<file path="src/rtl/warp_scheduler.sv">
// warp_scheduler: per-core phase sequencer.
//
// Steps one core through FETCH, DECODE, REQUEST, WAIT, EXECUTE and UPDATE
// for every instruction. WAIT holds while any live, unmasked lane still has
// an outstanding LSU transaction. RET ends the block in DONE. A watchdog
// aborts a WAIT that runs too long, and a retired-instruction counter is kept.
//
// Ports:
//   clk            core clock, rising edge
//   reset          asynchronous active-high reset
//   start          block dispatched (looked at in IDLE only)
//   thread_count   number of live lanes; lanes at or above it are ignored
//   thread_mask    divergence mask, 1 = lane participates
//   fetcher_state  fetcher phase, 3'b010 = instruction fetched
//   lsu_state      2 bits per lane: 00 idle, 01 requesting, 10 waiting, 11 done
//   decoded_ret    current instruction is RET
//   core_state     registered phase code
//   done           block finished (normally or aborted)
//   timeout_error  block aborted by the WAIT watchdog (sticky until start)
//   retired_count  instructions completed since the last start (wraps)
module warp_scheduler #(
    parameter int THREADS_PER_BLOCK = 4,
    parameter int RETIRED_BITS      = 16,
    parameter int WAIT_TIMEOUT      = 255
) (
    input  logic                                 clk,
    input  logic                                 reset,
    input  logic                                 start,
    input  logic [$clog2(THREADS_PER_BLOCK):0]   thread_count,
    input  logic [THREADS_PER_BLOCK-1:0]         thread_mask,
    input  logic [2:0]                           fetcher_state,
    input  logic [2*THREADS_PER_BLOCK-1:0]       lsu_state,
    input  logic                                 decoded_ret,
    output logic [2:0]                           core_state,
    output logic                                 done,
    output logic                                 timeout_error,
    output logic [RETIRED_BITS-1:0]              retired_count
);

    localparam int TC_W   = $clog2(THREADS_PER_BLOCK) + 1;
    // Counter is wide enough to hold WAIT_TIMEOUT itself.
    localparam int WCNT_W = (WAIT_TIMEOUT < 2) ? 1 : $clog2(WAIT_TIMEOUT + 1);
    localparam logic [WCNT_W-1:0] WAIT_LIMIT = WCNT_W'(WAIT_TIMEOUT);

    typedef enum logic [2:0] {
        S_IDLE    = 3'b000,
        S_FETCH   = 3'b001,
        S_DECODE  = 3'b010,
        S_REQUEST = 3'b011,
        S_WAIT    = 3'b100,
        S_EXECUTE = 3'b101,
        S_UPDATE  = 3'b110,
        S_DONE    = 3'b111
    } state_t;

    state_t                  state_q, state_d;
    logic                    done_q, done_d;
    logic                    timeout_q, timeout_d;
    logic [RETIRED_BITS-1:0] retired_q, retired_d;
    logic [WCNT_W-1:0]       wait_cnt_q, wait_cnt_d;
    logic [WCNT_W-1:0]       wait_cnt_inc;

    logic [THREADS_PER_BLOCK-1:0] lane_busy;
    logic                         any_busy;

    // A lane holds WAIT only if it is live, unmasked and its LSU is mid-flight.
    generate
        for (genvar gi = 0; gi < THREADS_PER_BLOCK; gi++) begin : g_lane
            localparam logic [TC_W-1:0] LANE_IDX = TC_W'(gi);
            logic [1:0] lane_lsu;
            assign lane_lsu      = lsu_state[2*gi+1 -: 2];
            assign lane_busy[gi] = (LANE_IDX < thread_count) && thread_mask[gi] &&
                                   ((lane_lsu == 2'b01) || (lane_lsu == 2'b10));
        end
    endgenerate

    assign any_busy     = |lane_busy;
    assign wait_cnt_inc = wait_cnt_q + 1'b1;

    always_comb begin
        state_d    = state_q;
        timeout_d  = timeout_q;
        retired_d  = retired_q;
        wait_cnt_d = wait_cnt_q;
        case (state_q)
            S_IDLE: begin
                if (start) begin
                    state_d   = S_FETCH;
                    retired_d = '0;
                    timeout_d = 1'b0;
                end
            end
            S_FETCH: begin
                if (fetcher_state == 3'b010) begin
                    state_d = S_DECODE;
                end
            end
            S_DECODE:  state_d = S_REQUEST;
            S_REQUEST: begin
                state_d    = S_WAIT;
                wait_cnt_d = '0;
            end
            S_WAIT: begin
                // Completion is checked first so it wins over a simultaneous timeout.
                if (!any_busy) begin
                    state_d = S_EXECUTE;
                end else if ((WAIT_TIMEOUT != 0) && (wait_cnt_inc == WAIT_LIMIT)) begin
                    state_d   = S_DONE;
                    timeout_d = 1'b1;
                end else begin
                    wait_cnt_d = wait_cnt_inc;
                end
            end
            S_EXECUTE: state_d = S_UPDATE;
            S_UPDATE: begin
                retired_d = retired_q + 1'b1;
                state_d   = decoded_ret ? S_DONE : S_FETCH;
            end
            S_DONE:  state_d = S_DONE;
            default: state_d = S_IDLE;
        endcase
        done_d = (state_d == S_DONE);
    end

    always_ff @(posedge clk or posedge reset) begin
        if (reset) begin
            state_q    <= S_IDLE;
            done_q     <= 1'b0;
            timeout_q  <= 1'b0;
            retired_q  <= '0;
            wait_cnt_q <= '0;
        end else begin
            state_q    <= state_d;
            done_q     <= done_d;
            timeout_q  <= timeout_d;
            retired_q  <= retired_d;
            wait_cnt_q <= wait_cnt_d;
        end
    end

    assign core_state    = state_q;
    assign done          = done_q;
    assign timeout_error = timeout_q;
    assign retired_count = retired_q;

endmodule

</file>
<file path="config.mk">
export PLATFORM = sky130hd
export DESIGN_NAME = warp_scheduler
export DESIGN_NICKNAME = d
export VERILOG_FILES = /design/src/rtl/warp_scheduler.sv
export SDC_FILE = /design/constraint.sdc
export NUM_CORES = 1
export LEC_CHECK = 0
export ABC_AREA = 0
export BUFFER_PORTS_ARGS = -buffer_cell sky130_fd_sc_hd__buf_2
export CORE_MARGIN = 8
export CORE_UTILIZATION = 55
export CTS_BUF_LIST = sky130_fd_sc_hd__clkbuf_8
export DETAILED_ROUTE_END_ITERATION = 10
export PLACE_DENSITY = 0.89
export SETUP_SLACK_MARGIN = 0.4
export SYNTH_ARGS = -nofsm -noshare
export SYNTH_HDL_FRONTEND = slang
export SYNTH_SLANG_ARGS = --single-unit
</file>
<file path="constraint.sdc">
create_clock -name clk -period 2.3 [get_ports clk]
set_clock_uncertainty 0.15 [all_clocks]
set_input_delay 0.115 -clock clk [delete_from_list [all_inputs] [get_ports clk]]
set_output_delay 0.115 -clock clk [all_outputs]
set_load 0.01 [all_outputs]
</file>
==> metrics.yaml <==
floorplanning:
  fp.dieH_um: 71.7
  design.die.area_um2: 5140
  floorplan.die.width_um: 71.7
  effective_utilization_at_floorplan: 0.568
  core_area_um2: 3000
  pin_count: 43
  placement_rows: 20
setup_path:
  timing.critical_path.to_type: "flop"
  worstRegToRegCells: 7
  crit_start: "wait_cnt_q[0]$_DFFE_PP0P_"
  r2r_start: "wait_cnt_q[0]$_DFFE_PP0P_"
  r2r_setup_slack_ns: 0.16
  worst_ep_required_time_ns: 2.31
  worstPathArrival_ns: 2.15
  timing.rr.end: "done$_DFF_PP0_"
  critical_path.max_fanout: 5
  endpoint: "done$_DFF_PP0_"
  worstSetupPathType: "reg -> reg"
  crit_path_start_kind: "flop"
cts:
  cts.reportedPaths.clkPinSlew_ns: 0.07
  clock_tree.buffer_depth: 2
  tritoncts: "built"
  cts.root.buffer_cell: "clkbuf_8"
  h_tree_lvl_count: 2
  numCtsBuffers: 5
  worstSkewPairLatency_ns: 0.28
  tritoncts_sinks: 29
logic_synthesis:
  ys_types: 47
  area_share_of_the_largest_cell_type_after_synthesis: 0.425
  postSynthNetCount: 211
  netlist.top_cell.by_area: "dfrtp_1"
  yosysWarningCount: 0
  synthesis.area_per_instance_um2: 9.18
  synth_ff_type: "dfrtp_1"
  synth_edf_count: 0
  synth-seq-area-share: 0.425
  postSynthRegisterBits: 29
  synth.top_cells.by_area: "dfrtp_1 (43%), o21ai_0 (5.9%), nand2_1 (4.2%)"
  synth_cells: 186
  postSynth.asyncResetShare: 1.00
  post_synth_instance_area_um2: 1710
timing:
  max_slew_margin: 0.742
  maxClockFrequency_ghz: 0.467
  setup_repair_after_global_routing_missed_its_margin: "true"
  period_needed_ns: 2.14
  report.final.slew_viol_count: 0
  timing.final.hold_violations: 0
  worst-slew-pin-transition_ns: 0.382
  fin_setup_tns_ns: 0
  fin_crit_sh: 0.930
  finalSetupViolCount: 0
grt:
  grt_max_degree: 30
  grt_pass1_wl_mm: 7.53
  grt.met1_usage: 0.209
  globalRouteMet3Util: 0.0363
  grt_busiest_layer: "met2"
  grt_ovf: 0
  grt_antenna_before_repair: 0
  gr-usage-all-layers: 0.184
  grt_pass1_vias: 1656
  global_route.usage.met2: 0.319
layout:
  layout-area-overhead-vs-synth_pct: 35.5
  instances_no_fill: 282
  num-nets-final: 273
  inserted_diodes: 0
  area_of_the_multi_input_gates_um2: 1020
  layout.area.seq_um2: 731
  fin_area_um2: 2310
  nFillCells: 196
  final_util: 0.770
  layout_cell_share_with_drive_strength_beyond_1: 0.378
hold_path:
  hold_path_class: "in -> reg"
  worstHoldPathCells: 4
drt:
  drt_first_iter_violations: 174
  num_vias: 1742
  routed_wirelength_mm: 5.06
  ant_nets: 0
  drt_pre_antenna_iters: 4
  drt_drc_violations_left: 0
  avgRoutedWirePerCell_um: 17.9
  route.detailed.vias_per_inst: 6.18
placement:
  final_gp_congestion: 0.849
  hpwlAfterDp_mm: 3.03
  dp_cells: 263
  dpl-instance-area_um2: 2010
  count_of_port_buffers_added_during_placement: 42
pwr:
  design_power_total_mw: 2.35
  leakage_nw: 1.19
  power.ir.vdd_worst_uv: 745
  total_power_density_per_cell_area_nw_per_um2: 1020
flow_run:
  max_cap_viol_count: 0
outcome:
  status: "complete, no violations"
[cells in the mapped netlist, types with 2 or more instances]
cell type	count
dfrtp_1	29
o21ai_0	20
nand2_1	19
nand3_1	12
nor2_1	11
inv_1	7
nand4_1	6
xor2_1	5
a21o_1	4
a21oi_1	4
and2_1	4
and3_1	4
clkbuf_1	4
o211ai_1	4
o31ai_1	4
a31oi_1	3
ha_1	3
nor3_1	3
o211a_1	3
o21a_1	3
a221o_1	2
buf_2	2
buf_6	2
mux2i_1	2
nand3b_1	2
nor2b_1	2
xnor2_1	2
[metrics by stage]
stage	hold slack (ns)	setup WS, ns
finish	0.125	0.160
global route	0.158	0.109
CTS	0.118	0.200
detailed placement	0.0501	0.0378
global placement	0.0487	0.116
floorplan	0.0431	0.277
[registers in the layout, summed over array words and instances, names as in the netlist]
name,count
wait_cnt_q,8
retired_count,16
core_state,3
timeout_error,1
done,1
[placed cells by master, fill, tap and decap left out, types with 2 or more instances in the layout]
cell type      instances
o21a_1                 3
nand3_1               10
xnor2_1                2
dfrtp_1               25
nor2_2                 2
o21ai_0               18
a21o_1                 4
and3_4                 2
buf_2                 42
and2_4                 2
a221o_1                2
dlygate4sd3_1          2
clkbuf_8               6
nand3b_1               2
and3_1                 3
dfrtp_2                4
nor2b_1                2
a21oi_1                4
nand2_1               19
nand4_1                6
a31oi_1                3
inv_1                  8
mux2i_1                2
buf_4                 18
and2_1                 2
o211a_1                3
o31ai_1                4
xor2_1                 5
o211ai_1               4
nor2_1                 8
nor3_1                 2
[cell type report]
type | instances | share of cell area
Clock buffer | 6 | 0.0357
Tap cell | 33 | 0.0179
Sequential cell | 29 | 0.316
Timing Repair Buffer | 63 | 0.163
Multi-Input combinational cell | 142 | 0.442
Clock inverter | 2 | 0.0146
Inverter | 7 | 0.0114
[cell families (layout without fill, tap and decap cells)]
family	Yosys count	in the layout	share of synthesized area
muxes	3	3	0.0183
buffers and inverters	15	78	0.0433
DFF	29	29	0.425
xor gates and xnor gates	7	7	0.0359
and+or+nand+nor	72	72	0.222
adders and majority gates	3	3	0.0220
AOI/OAI and AO/OA	57	57	0.233
[timing repair]
item | CTS | global route
setup buffers | 6 | 3
pin swaps | 5 | 11
hold buffers | 2 | 0
endpoints found under the hold margin | 30 | 0
resized for setup | 12 | 10
setup endpoints to repair | 10 | 17
[worst max-delay path, cell delays in order (launching register included)]
cell and delay [ns]:
dfrtp_2 0.46, ha_4 0.20, and2b_1 0.18, a22o_4 0.26
a32oi_4 0.33, buf_4 0.18, o21ai_0 0.12, o21a_1 0.14
[routing by layer]
layer | routed length, um | part of all wire
met3 | 300 | 0.059
met4 | 228 | 0.045
met2 | 2530 | 0.50
met1 | 2000 | 0.40
met5 | 0 | 0
[worst min path at each step]
stage                     startpoint                           end  slack [ns]
finish              fetcher_state[2]       core_state[1]$_DFF_PP0_        0.13
global route                   start       core_state[0]$_DFF_PP0_        0.16
CTS                 fetcher_state[2]       core_state[1]$_DFF_PP0_        0.12
detailed placement             reset  retired_count[7]$_DFFE_PP0P_        0.05
global placement               reset  retired_count[7]$_DFFE_PP0P_        0.05
floorplan                      reset       core_state[0]$_DFF_PP0_        0.04
[power breakdown]
group / leakage [nW] / internal [mW] / total (mW) / switching (mW)
Sequential: 0.369 / 0.673 / 0.856 / 0.183
Clock: 0.0626 / 0.348 / 0.540 / 0.192
Combinational: 0.754 / 0.419 / 0.957 / 0.538
Power figures use the tool's default switching activity.
